[src/rtl/rpn_pkg.sv]
// Shared types for the RPN stack engine: op codes, FSM states, reserved op range.
package rpn_pkg;

  typedef enum logic [2:0] {
    OP_PUSH = 3'd0,
    OP_POP  = 3'd1,
    OP_ADD  = 3'd2,
    OP_MLT  = 3'd3,
    OP_CLR  = 3'd4
  } op_e;

  typedef enum logic {
    ST_IDLE = 1'b0,
    ST_BUSY = 1'b1
  } state_e;

  // Codes 5..7 are accepted as no-ops that only clear the flags.
  localparam logic [2:0] OP_RSV_LO = 3'd5;
  localparam logic [2:0] OP_RSV_HI = 3'd7;

endpackage

[src/rtl/rpn_stack_engine_if.sv]
// Operation request / stack status bundle between a host and rpn_stack_engine.
interface rpn_stack_engine_if #(
  parameter int unsigned WIDTH = 8,
  parameter int unsigned DEPTH = 4
);
  localparam int unsigned SW = $clog2(DEPTH + 1);

  logic             op_valid;
  logic [2:0]       op_code;
  logic [WIDTH-1:0] din;
  logic             op_ready;
  logic [WIDTH-1:0] top;
  logic             top_valid;
  logic [SW-1:0]    size;
  logic [DEPTH-1:0] size_bar;
  logic             stk_oflw;
  logic             arith_oflw;

  modport master (
    output op_valid, op_code, din,
    input  op_ready, top, top_valid, size, size_bar, stk_oflw, arith_oflw
  );

  modport slave (
    input  op_valid, op_code, din,
    output op_ready, top, top_valid, size, size_bar, stk_oflw, arith_oflw
  );
endinterface

[src/rtl/rpn_seq_mult.sv]
// Sequential signed multiplier: magnitude shift-add, one multiplier bit per cycle,
// sign applied at the end. Result and done are combinational on the final cycle.
module rpn_seq_mult #(
  parameter int unsigned WIDTH = 8
) (
  input  logic                    clk,
  input  logic                    rst_n,
  input  logic                    i_start,
  input  logic signed [WIDTH-1:0] i_a,
  input  logic signed [WIDTH-1:0] i_b,
  output logic                    o_done_c,
  output logic [2*WIDTH-1:0]      o_prod_c,
  output logic                    o_oflw_c
);
  localparam int unsigned PW = 2 * WIDTH;
  localparam int unsigned CW = $clog2(WIDTH);
  localparam logic [PW-1:0] LIM_NEG = PW'({1'b1, {(WIDTH-1){1'b0}}});
  localparam logic [PW-1:0] LIM_POS = LIM_NEG - PW'(1);

  logic              r_busy;
  logic [CW-1:0]     r_cnt;
  logic [PW-1:0]     r_mcand;
  logic [WIDTH:0]    r_mplier;
  logic [PW-1:0]     r_acc;
  logic              r_neg;

  logic [WIDTH:0]    w_ext_a, w_ext_b, w_mag_a, w_mag_b;
  logic [PW-1:0]     w_acc_nxt;

  // Magnitudes in WIDTH+1 bits so the most negative operand stays exact.
  assign w_ext_a = {i_a[WIDTH-1], i_a};
  assign w_ext_b = {i_b[WIDTH-1], i_b};
  assign w_mag_a = i_a[WIDTH-1] ? (~w_ext_a + (WIDTH+1)'(1)) : w_ext_a;
  assign w_mag_b = i_b[WIDTH-1] ? (~w_ext_b + (WIDTH+1)'(1)) : w_ext_b;

  assign w_acc_nxt = r_acc + (r_mplier[0] ? r_mcand : '0);
  assign o_done_c  = r_busy && (r_cnt == CW'(WIDTH - 1));
  assign o_prod_c  = r_neg ? (PW'(0) - w_acc_nxt) : w_acc_nxt;
  assign o_oflw_c  = w_acc_nxt > (r_neg ? LIM_NEG : LIM_POS);

  always_ff @(posedge clk or negedge rst_n) begin
    if (!rst_n) begin
      r_busy   <= 1'b0;
      r_cnt    <= '0;
      r_mcand  <= '0;
      r_mplier <= '0;
      r_acc    <= '0;
      r_neg    <= 1'b0;
    end else if (r_busy) begin
      r_acc    <= w_acc_nxt;
      r_mcand  <= r_mcand << 1;
      r_mplier <= r_mplier >> 1;
      r_cnt    <= r_cnt + CW'(1);
      if (o_done_c) r_busy <= 1'b0;
    end else if (i_start) begin
      r_busy   <= 1'b1;
      r_cnt    <= '0;
      r_mcand  <= PW'(w_mag_a);
      r_mplier <= w_mag_b;
      r_acc    <= '0;
      r_neg    <= i_a[WIDTH-1] ^ i_b[WIDTH-1];
    end
  end

endmodule

[src/rtl/rpn_stack_engine.sv]
// RPN stack calculator: PUSH/POP/ADD/MLT/CLR on a DEPTH-entry signed stack.
// Define RPN_SATURATE_EN to saturate overflowing ADD/MLT results instead of wrapping.
module rpn_stack_engine
  import rpn_pkg::*;
#(
  parameter int unsigned WIDTH = 8,
  parameter int unsigned DEPTH = 4
) (
  input  logic              clk,
  input  logic              rst_n,
  rpn_stack_engine_if.slave bus
);
  localparam int unsigned SW = $clog2(DEPTH + 1);
  localparam int unsigned PW = 2 * WIDTH;
  localparam logic [WIDTH-1:0] MAX_W = {1'b0, {(WIDTH-1){1'b1}}};
  localparam logic [WIDTH-1:0] MIN_W = {1'b1, {(WIDTH-1){1'b0}}};
  localparam logic [PW-1:0]    MAX_P = PW'(MAX_W);
  localparam logic [PW-1:0]    MIN_P = {{WIDTH{1'b1}}, MIN_W};
`ifdef RPN_SATURATE_EN
  localparam bit SAT_EN = 1'b1;
`else
  localparam bit SAT_EN = 1'b0;
`endif

  state_e           r_state, w_state_nxt;
  logic             r_op_ready, w_op_ready_nxt;
  logic [WIDTH-1:0] r_stk [DEPTH];
  logic [WIDTH-1:0] w_stk_nxt [DEPTH];
  logic [WIDTH-1:0] w_stk_up [DEPTH];
  logic [WIDTH-1:0] w_stk_dn [DEPTH];
  logic [SW-1:0]    r_size, w_size_nxt;
  logic [DEPTH-1:0] r_size_bar, w_size_bar_nxt;
  logic             r_top_valid;
  logic             r_stk_oflw, w_stk_oflw_nxt;
  logic             r_arith_oflw, w_arith_oflw_nxt;

  logic             w_accept;
  logic             w_mult_start;
  logic             w_mult_done_c;
  logic [PW-1:0]    w_mult_prod_c;
  logic             w_mult_oflw_c;
  logic             w_prod_hi, w_prod_lo;
  logic [WIDTH-1:0] w_mult_fit;
  logic [WIDTH:0]   w_sum;
  logic             w_sum_oflw;
  logic [WIDTH-1:0] w_sum_fit;

  rpn_seq_mult #(.WIDTH(WIDTH)) u_mult (
    .clk      (clk),
    .rst_n    (rst_n),
    .i_start  (w_mult_start),
    .i_a      (r_stk[0]),
    .i_b      (r_stk[1]),
    .o_done_c (w_mult_done_c),
    .o_prod_c (w_mult_prod_c),
    .o_oflw_c (w_mult_oflw_c)
  );

  // Sum in WIDTH+1 bits; overflow when the two top bits disagree.
  assign w_sum      = {r_stk[0][WIDTH-1], r_stk[0]} + {r_stk[1][WIDTH-1], r_stk[1]};
  assign w_sum_oflw = w_sum[WIDTH] ^ w_sum[WIDTH-1];
  assign w_sum_fit  = (SAT_EN && w_sum_oflw) ? (w_sum[WIDTH] ? MIN_W : MAX_W)
                                             : w_sum[WIDTH-1:0];

  assign w_prod_hi  = $signed(w_mult_prod_c) > $signed(MAX_P);
  assign w_prod_lo  = $signed(w_mult_prod_c) < $signed(MIN_P);
  assign w_mult_fit = (SAT_EN && w_prod_hi) ? MAX_W :
                      (SAT_EN && w_prod_lo) ? MIN_W : w_mult_prod_c[WIDTH-1:0];

  // Shifted views of the stack used by push and by every shrinking op.
  always_comb begin
    for (int unsigned i = 0; i < DEPTH; i++) begin
      w_stk_up[i] = (i == 0) ? '0 : r_stk[i-1];
      w_stk_dn[i] = (i + 1 < DEPTH) ? r_stk[i+1] : '0;
    end
  end

  assign w_accept = bus.op_valid && r_op_ready;

  always_comb begin
    w_state_nxt      = r_state;
    w_op_ready_nxt   = r_op_ready;
    w_stk_nxt        = r_stk;
    w_size_nxt       = r_size;
    w_stk_oflw_nxt   = r_stk_oflw;
    w_arith_oflw_nxt = r_arith_oflw;
    w_mult_start     = 1'b0;

    if (r_state == ST_BUSY) begin
      if (w_mult_done_c) begin
        w_stk_nxt        = w_stk_dn;
        w_stk_nxt[0]     = w_mult_fit;
        w_size_nxt       = r_size - SW'(1);
        w_arith_oflw_nxt = w_mult_oflw_c;
        w_state_nxt      = ST_IDLE;
        w_op_ready_nxt   = 1'b1;
      end
    end else if (w_accept) begin
      w_stk_oflw_nxt   = 1'b0;
      w_arith_oflw_nxt = 1'b0;
      case (bus.op_code)
        OP_PUSH: begin
          w_stk_nxt    = w_stk_up;
          w_stk_nxt[0] = bus.din;
          if (r_size == SW'(DEPTH)) w_stk_oflw_nxt = 1'b1;
          else                      w_size_nxt     = r_size + SW'(1);
        end
        OP_POP: begin
          if (r_size != '0) begin
            w_stk_nxt  = w_stk_dn;
            w_size_nxt = r_size - SW'(1);
          end
        end
        OP_ADD: begin
          if (r_size >= SW'(2)) begin
            w_stk_nxt        = w_stk_dn;
            w_stk_nxt[0]     = w_sum_fit;
            w_size_nxt       = r_size - SW'(1);
            w_arith_oflw_nxt = w_sum_oflw;
          end
        end
        OP_MLT: begin
          if (r_size >= SW'(2)) begin
            w_mult_start   = 1'b1;
            w_state_nxt    = ST_BUSY;
            w_op_ready_nxt = 1'b0;
          end else if (r_size == SW'(1)) begin
            w_stk_nxt[0] = '0;
          end
        end
        OP_CLR: begin
          for (int unsigned i = 0; i < DEPTH; i++) w_stk_nxt[i] = '0;
          w_size_nxt = '0;
        end
        default: ;
      endcase
    end
  end

  always_comb begin
    for (int unsigned i = 0; i < DEPTH; i++) w_size_bar_nxt[i] = (w_size_nxt > SW'(i));
  end

  always_ff @(posedge clk or negedge rst_n) begin
    if (!rst_n) begin
      r_state      <= ST_IDLE;
      r_op_ready   <= 1'b1;
      for (int unsigned i = 0; i < DEPTH; i++) r_stk[i] <= '0;
      r_size       <= '0;
      r_size_bar   <= '0;
      r_top_valid  <= 1'b0;
      r_stk_oflw   <= 1'b0;
      r_arith_oflw <= 1'b0;
    end else begin
      r_state      <= w_state_nxt;
      r_op_ready   <= w_op_ready_nxt;
      r_stk        <= w_stk_nxt;
      r_size       <= w_size_nxt;
      r_size_bar   <= w_size_bar_nxt;
      r_top_valid  <= (w_size_nxt != '0);
      r_stk_oflw   <= w_stk_oflw_nxt;
      r_arith_oflw <= w_arith_oflw_nxt;
    end
  end

  // Entries at or above size are always zero, so stack[0] already reads 0 when empty.
  assign bus.op_ready   = r_op_ready;
  assign bus.top        = r_stk[0];
  assign bus.top_valid  = r_top_valid;
  assign bus.size       = r_size;
  assign bus.size_bar   = r_size_bar;
  assign bus.stk_oflw   = r_stk_oflw;
  assign bus.arith_oflw = r_arith_oflw;

endmodule
[src/flat_wrapper.sv]
// flat-port wrapper written by rule: the top's interface ports become plain ports
module rpn_stack_engine_flat import rpn_pkg::*;
#(
  parameter int unsigned WIDTH = 8,
  parameter int unsigned DEPTH = 4
)
  (clk, rst_n, bus_op_valid, bus_op_code, bus_din, bus_op_ready, bus_top, bus_top_valid, bus_size, bus_size_bar, bus_stk_oflw, bus_arith_oflw);
  rpn_stack_engine_if #(.WIDTH(WIDTH), .DEPTH(DEPTH)) bus_i ();
  input  logic clk;
  input  logic rst_n;
  input wire logic [$bits(bus_i.op_valid)-1:0] bus_op_valid;
  input wire logic [$bits(bus_i.op_code)-1:0] bus_op_code;
  input wire logic [$bits(bus_i.din)-1:0] bus_din;
  output wire logic [$bits(bus_i.op_ready)-1:0] bus_op_ready;
  output wire logic [$bits(bus_i.top)-1:0] bus_top;
  output wire logic [$bits(bus_i.top_valid)-1:0] bus_top_valid;
  output wire logic [$bits(bus_i.size)-1:0] bus_size;
  output wire logic [$bits(bus_i.size_bar)-1:0] bus_size_bar;
  output wire logic [$bits(bus_i.stk_oflw)-1:0] bus_stk_oflw;
  output wire logic [$bits(bus_i.arith_oflw)-1:0] bus_arith_oflw;
  assign bus_i.op_valid = bus_op_valid;
  assign bus_i.op_code = bus_op_code;
  assign bus_i.din = bus_din;
  assign bus_op_ready = bus_i.op_ready;
  assign bus_top = bus_i.top;
  assign bus_top_valid = bus_i.top_valid;
  assign bus_size = bus_i.size;
  assign bus_size_bar = bus_i.size_bar;
  assign bus_stk_oflw = bus_i.stk_oflw;
  assign bus_arith_oflw = bus_i.arith_oflw;
  rpn_stack_engine #(.WIDTH(WIDTH), .DEPTH(DEPTH)) u_core (.clk(clk), .rst_n(rst_n), .bus(bus_i));
endmodule
[config.mk]
export PLATFORM = sky130hd
export DESIGN_NAME = rpn_stack_engine_flat
export DESIGN_NICKNAME = d
export VERILOG_FILES = /design/src/rtl/rpn_pkg.sv /design/src/rtl/rpn_stack_engine_if.sv /design/src/rtl/rpn_seq_mult.sv /design/src/rtl/rpn_stack_engine.sv /design/src/flat_wrapper.sv
export SDC_FILE = /design/constraint.sdc
export NUM_CORES = 1
export LEC_CHECK = 0
export ABC_AREA = 1
export CORE_UTILIZATION = 37
export DETAILED_ROUTE_END_ITERATION = 10
export RECOVER_POWER = 100
export SYNTH_ARGS = -nofsm -noshare
export SYNTH_HDL_FRONTEND = slang
export SYNTH_SLANG_ARGS = --single-unit
[constraint.sdc]
create_clock -name clk -period 5.55 [get_ports clk]
set_input_delay 1.3875 -clock clk [delete_from_list [all_inputs] [get_ports clk]]
set_output_delay 1.3875 -clock clk [all_outputs]
set_load 0.05 [all_outputs]
==> summary.md <==
| Metric | Value |
|---|---|
| Status | finished, violations left |
| Failing checks | max-capacitance violations, max-slew violations |
| Unique cell type count in the Yosys netlist | 45 |
| Crit share post-route | about three quarters |
| # port buffers | 32 |
| Starting Density | between 30% and 40% |
| Main synth FF type | dfrtp_1 |
| Mapped Cells | around 850 |
| Antenna-violating nets left | 0 |
| NumNets Final | around 920 |
| Design area | about 0.0068 sq mm |
| DIE AREA | ~0.017 sq mm |
| Area of placed instances | 0.006619 sq mm |
| Mean Syn Cell Area | around 7.3 sq um |
| Row count | 47 |
| Synthesized area | around 0.0062 sq mm |
| Vias in the first global route | around 5300 |
| Crit Path Max Fanout | 31 |
| Rel. slew slack | -81.51% |
| CP max stage delay | 0.63 ns |
| Post-synthesis net count | between 900 and 1000 |
| CP delay by family, top | buffers and inverters |
| Unrepaired setup endpoints after global routing | false |
| Post-synth EDFFs | 0 |
| Yosys top cell area share | between 30% and 40% |
| First-pass GRT wire length | roughly 27000 um |
| Global route overflow | 0 |
| Initial drt markers | 373 |
| Routed len/inst | around 14 um |
| Max Cap Viol | 1 |
| Most numerous cell in the Yosys netlist | nand2_1 |
| Clock root cell | clkbuf_16 |
| FILL cells | roughly 1700 |
| Worst Path Arrival | about 4.3 ns |
| Final Setup Violations | 0 |
| Critical path startpoint category | input pin |
| NetSw | 0.001821 W |
| Reg power frac | between 30% and 40% |
| Die height | 131.7 um |
| Layout cells sized above 1 | 3.222% |
| Die width | 131.7 um |
| Req. time, crit path | just under 6 ns |
| Final Slew Violations | 47 |
| Max stage delay cell, worst path | inv_1 |
| Tmin final | about 4.1 ns |
| Switching Fraction | 49.23% |
| Pint | ~0.0019 W |
| Ant diodes | 0 |
| Routed wire length | 15720 um |
| # clock sinks | between 80 and 90 |
| Area contributors post-synth | dfrtp_1, nand2_1, ha_1 |
| Leakage | between 3 and 4 nW |
| Yosys top cell by area | dfrtp_1 |
| Number of synthesized register bits | 89 |
| Synth-to-layout area growth | 10.03% |
| All-layer global routing usage | 19.31% |
| Core area | 0.01652 sq mm |
| Clk pwr share | between 10% and 20% |
| Critical path class | in2reg |
| Htree depth | 3 |
| Top Ports | 33 |
| Routed via count | ~5400 |
| # Post-CTS Setup Buffers | 0 |
| Type of the tightest min-delay check | reg2reg |
| Final TNS setup | 0 ns |
| Clk slew on worst S/H paths | around 0.060 ns |
| Synth top cells by count | nand2_1, inv_1, dfrtp_1 |
| Final hold vios | 0 |
| 1st-pass router iterations | 5 |
| FFs w/ async S/R, synth | 100.0% |
| Final Skew | 0.004738 ns |
| Peak supply drop | 0.3044 mV |
| CTS tree | yes |
| Peak Freq | around 240 MHz |
| Dpl hpwl | 11910 um |
| Maximum root-to-sink buffer count | 2 |
| Vias per inst | roughly 5 |
| Fraction of the yosys area taken by sequential cells | between 30% and 40% |
| Total CTS buffers | 9 |
| Drt drc | 0 |
| Synth Warn # | 0 |
| Worst path buffer plus inverter count | 4 |
| Post_cts resized | 0 |
| Worst-Margin Slew | 2.723 ns |
| GPL Wtd Cong | 0.9033 |
| Clk Latency, worst-skew pair | 0.35 ns |
| Gate power share | 51.9% |
| CTS Hold Bufs | 0 |
| Pin count of the biggest net entering global routing | slightly below 50 |
| Initial antenna violation count | 0 |
| CP Capture Type | flop |
| PD cells | approximately 540 mW/mm^2 |
| Critical path, cell by cell | dlygate4sd3_1 -> inv_1 -> nor3_1 -> nand2_1 -> nor2_1 -> clkinv_1 -> nand2_1 -> inv_1 -> a22o_1 |
## worst reg2reg max path: stages, from the launching register on
cell and delay [ns]:
dfrtp_1 0.88, inv_1 0.50, nor2_1 0.34, nor2_1 0.16
nor2_2 1.11, o21ai_0 0.26
## layout by cell type, fill, tap and decap left out, types with 4 or more instances in the layout
master / Yosys / routed
o221ai_1: 6 / 6
xor2_1: 13 / 13
xnor2_1: 4 / 4
inv_1: 135 / 139
a22o_1: 6 / 6
dfrtp_1: 88 / 88
a21oi_1: 40 / 42
nor2_1: 51 / 52
nand4_1: 6 / 6
o21ai_0: 44 / 66
dlygate4sd3_1: 0 / 20
nand2_1: 222 / 225
nand3_1: 54 / 55
clkdlybuf4s50_1: 0 / 11
ha_1: 41 / 41
o211ai_1: 10 / 10
nor3_1: 5 / 6
o22ai_1: 24 / 24
clkbuf_16: 0 / 9
## metrics by stage
step / worst slack (ns) / power (W) / hold slack, ns / instances / util [%]
finish: 1.464 / 0.003699 / 0.4730 / 1089 / 41.45
global route: 1.163 / 0.004030 / 0.4980 / 1089 / 41.45
CTS: 2.103 / 0.003784 / 0.4771 / 1089 / 41.83
detailed placement: 1.908 / 0.003161 / 0.4690 / 1073 / 40.05
global placement: 1.944 / 0.003170 / 0.4676 / 1073 / 40.05
floorplan: 2.574 / 0.002673 / 0.4501 / 853 / -
## registers in the layout, summed over array words and instances, names as in the netlist
name,flops
u_core.u_mult.r_acc,16
u_core.u_mult.r_cnt,3
u_core.u_mult.r_mcand,16
u_core.u_mult.r_neg,1
u_core.bus.size,3
u_core.bus.arith_oflw,1
u_core.bus.op_ready,1
u_core.r_stk,24
u_core.bus.size_bar,3
u_core.bus.stk_oflw,1
u_core.u_mult.r_mplier,9
u_core.r_state,1
u_core.u_mult.r_busy,1
u_core.bus.top_valid,1
u_core.bus.top,8
## power groups by stage
stage | Sequential (W) | Combinational (W) | Clock [W]
2_1_floorplan | 0.00117 | 0.00150 | 0
3_3_place_gp | 0.00119 | 0.00198 | 0
3_5_place_dp | 0.00119 | 0.00197 | 0
4_1_cts | 0.00119 | 0.00198 | 0.000619
5_1_grt | 0.00122 | 0.00217 | 0.000641
6_report | 0.00118 | 0.00192 | 0.000601
## metal layers
layer | share of wire (%) | up-vias | track usage, %
li1 | - | 2790 | -
met1 | 49 | 2548 | 26.64
met2 | 46 | 85 | 30.98
met3 | 3.0 | 16 | 3.356
met4 | 1.5 | 0 | 5.491
met5 | 0 | - | 0
## worst paths after layout
path	startpoint	to	slack, ns	cells after the start
worst max-delay path	bus_op_code[0]	u_core.u_mult.r_acc[14]	1.46	9
worst min register to register	u_core.u_mult.r_cnt[0]	u_core.u_mult.r_cnt[0]	0.47	1
worst min-delay path	u_core.u_mult.r_cnt[0]	u_core.u_mult.r_cnt[0]	0.47	1
max in group asynchronous	rst_n	u_core.bus.op_ready	1.92	2
worst max register to register	u_core.r_state	u_core.r_stk[10]	2.11	5
min in group asynchronous	rst_n	u_core.u_mult.r_acc[2]	1.89	1
## cell type report
type / count / area [sq um] / area share [%]
multi-input combinational: 588 / 3193 / 46.62
tap: 220 / 275.3 / 4.019
sequential: 89 / 2228 / 32.54
clock buffer: 13 / 270.3 / 3.946
clock inverter: 3 / 23.77 / 0.3471
inverter: 143 / 536.8 / 7.837
timing repair buffer: 33 / 321.6 / 4.695
## cell families after synthesis
| kind of cell | count (synthesis) | synth area share, % |
|---|---|---|
| AO/OA/AOI/OAI | 172 | 16.40 |
| XOR/XNOR | 17 | 2.392 |
| adder cells (fa/ha/maj) | 43 | 8.884 |
| buffers and inverters | 176 | 12.02 |
| flip-flops | 89 | 35.80 |
| AND/OR/NAND/NOR | 356 | 24.50 |
Note: power is estimated with default switching activity, not from simulation.
==> edit: new RTL, same flow settings <==
Change the localparam `SAT_EN` from 1'b0 to 1'b1.
--- a/src/rtl/rpn_stack_engine.sv
+++ b/src/rtl/rpn_stack_engine.sv
@@ -19,7 +19,7 @@
 `ifdef RPN_SATURATE_EN
   localparam bit SAT_EN = 1'b1;
 `else
-  localparam bit SAT_EN = 1'b0;
+  localparam bit SAT_EN = 1'b1;
 `endif
 
   state_e           r_state, w_state_nxt;
Check against the original RTL: not equivalent (a bounded check fails within 4 cycles, from zero or initial values and one cycle with rst_n low).
==> edit against the original RTL <==
Setup slack lost 0.20 ns. Clock power grew 3.5%. Wire length grew 10%. Synthesized area grew 8.2%. Final cell count grew 12%. Sequential cell count is the same. Sequential share of layout area shrank 2.7 points. The run still ends with capacitance limit, slew limit left. Via count grew 12%. Power grew 19%. Design area grew 9.0%.
==> edit: results (changes against the original RTL) <==
| Metric | Value |
|---|---|
| Share of cells above drive strength 1 | `6.338% (+3.1 points)` |
| Combinational share of power | `59.2% (+7.3 points)` |
| Mapped Nets | `1,032 (+13%)` |
| Clk pwr | `0.622 mW (+3.5%)` |
| CP Capture Point | `u_core.r_stk[20]` |
| Clock Skew | `0.007960 ns (+0.003221 ns)` |
| Routed vias/inst | `4.997 (about the same)` |
| CP max FO | `48 (+55%)` |
| Max cap viols | `2 (+1)` |
| Post-Syn Instances | `975 (+14%)` |
| CP max stage cell | `clkbuf_1` |
| TritonRoute pass-1 iters | `4 (-1)` |
| Failing checks | `capacitance limit, slew limit` |
| Hold path start | `u_core.bus.op_ready` |
| Psw | `2.282 mW (+25%)` |
| Wire length per cell | `14.23 µm (-1.4%)` |
| Status | `finished, violations left` |
| Slew @ Worst Pin | `2.723 ns (+0.0007685 ns)` |
| Top cells by area, synth | `dfrtp_1, nand2_1, inv_1, ha_1, nand3_1` |
| Hold EP | `u_core.bus.op_ready` |
| Overall routing resource usage | `20.26% (+0.95 points)` |
| DRC marker count from the first detailed-route iteration | `303 (-19%)` |
| RR Startpoint | `u_core.u_mult.r_mplier[0]` |
| Drt total wl | `17.35 mm (+10%)` |
| FF-to-FF setup slack | `1.31 ns (-0.80 ns)` |
| Post-Place Cells | `1,203 (+12%)` |
| Global-route wire length before repair | `29.44 mm (+10%)` |
| GR Util met2 | `32.63% (+1.6 points)` |
| Post-DP HPWL | `13.20 mm (+11%)` |
| Post-synth top cells | `nand2_1, inv_1, dfrtp_1, nand3_1, o21ai_0` |
| R2r worst-path depth | `23 (+18)` |
| GR Util met3 | `2.889% (-0.47 points)` |
| Max-slew violation total from the final report | `100 (+110%)` |
| Seq/Total Area, Yosys | `33.09% (-2.7 points)` |
| Max rail drop VDD | `0.2604 mV (-14%)` |
-- edit: cell count changes after synthesis, sizes merged, moves of 5 or more --
cell and delta:
nand2 +88, nand3 +17, inv +15, a21oi -11, buf -10, clkbuf +9, xor2 +9, nand4 +5
nor3 +5
-- edit: worst reg2reg max path: cells and delay by family, from the launching register on --
kind / cells / cell delay (ns)
AO/OA/AOI/OAI: 1 / 0.47
adder cells (fa/ha/maj): 3 / 1.00
buffers and inverters: 3 / 0.25
flip-flops: 1 / 0.71
AND/OR/NAND/NOR: 16 / 1.69
-- edit: final cells by class --
class                   instances  area share, %
clock inverters                 6         0.7713
repair buffers                 35          4.460
clock buffers                  10          3.203
inverters                     161          8.099
flip-flops and latches         89          29.86
multi-input cells             693          49.83
well taps                     225          3.773
-- edit: cells by family (layout without fill, tap and decap cells) --
kind of cell / count (synthesis) / count (layout) / synth area share [%]
AOI/OAI and AO/OA: 152 / 152 / 13.43
buffers and inverters: 193 / 212 / 11.37
and+or+nand+nor: 473 / 473 / 30.64
xor gates and xnor gates: 25 / 25 / 3.252
adders and majority gates: 43 / 43 / 8.213
DFF: 89 / 89 / 33.09
-- edit: metal layers --
layer / share of wire (%) / vias up
met5: 0 / -
met2: 45 / 89
met4: 2.0 / 0
met3: 2.3 / 25
met1: 51 / 2818
li1: - / 3159
-- edit: metrics by stage --
stage	power [mW]	area (µm²)	hold slack, ns	setup slack, ns	utilization [%]
after floorplan	3.172	6734	0.4501	2.285	-
after global placement	3.805	7198	0.4691	1.544	41.05
after detailed placement	3.820	7198	0.4748	1.529	41.05
after CTS	4.473	7495	0.4858	1.715	42.74
after global routing	4.804	7462	0.5113	0.9230	42.55
final	4.391	7462	0.4844	1.260	42.55
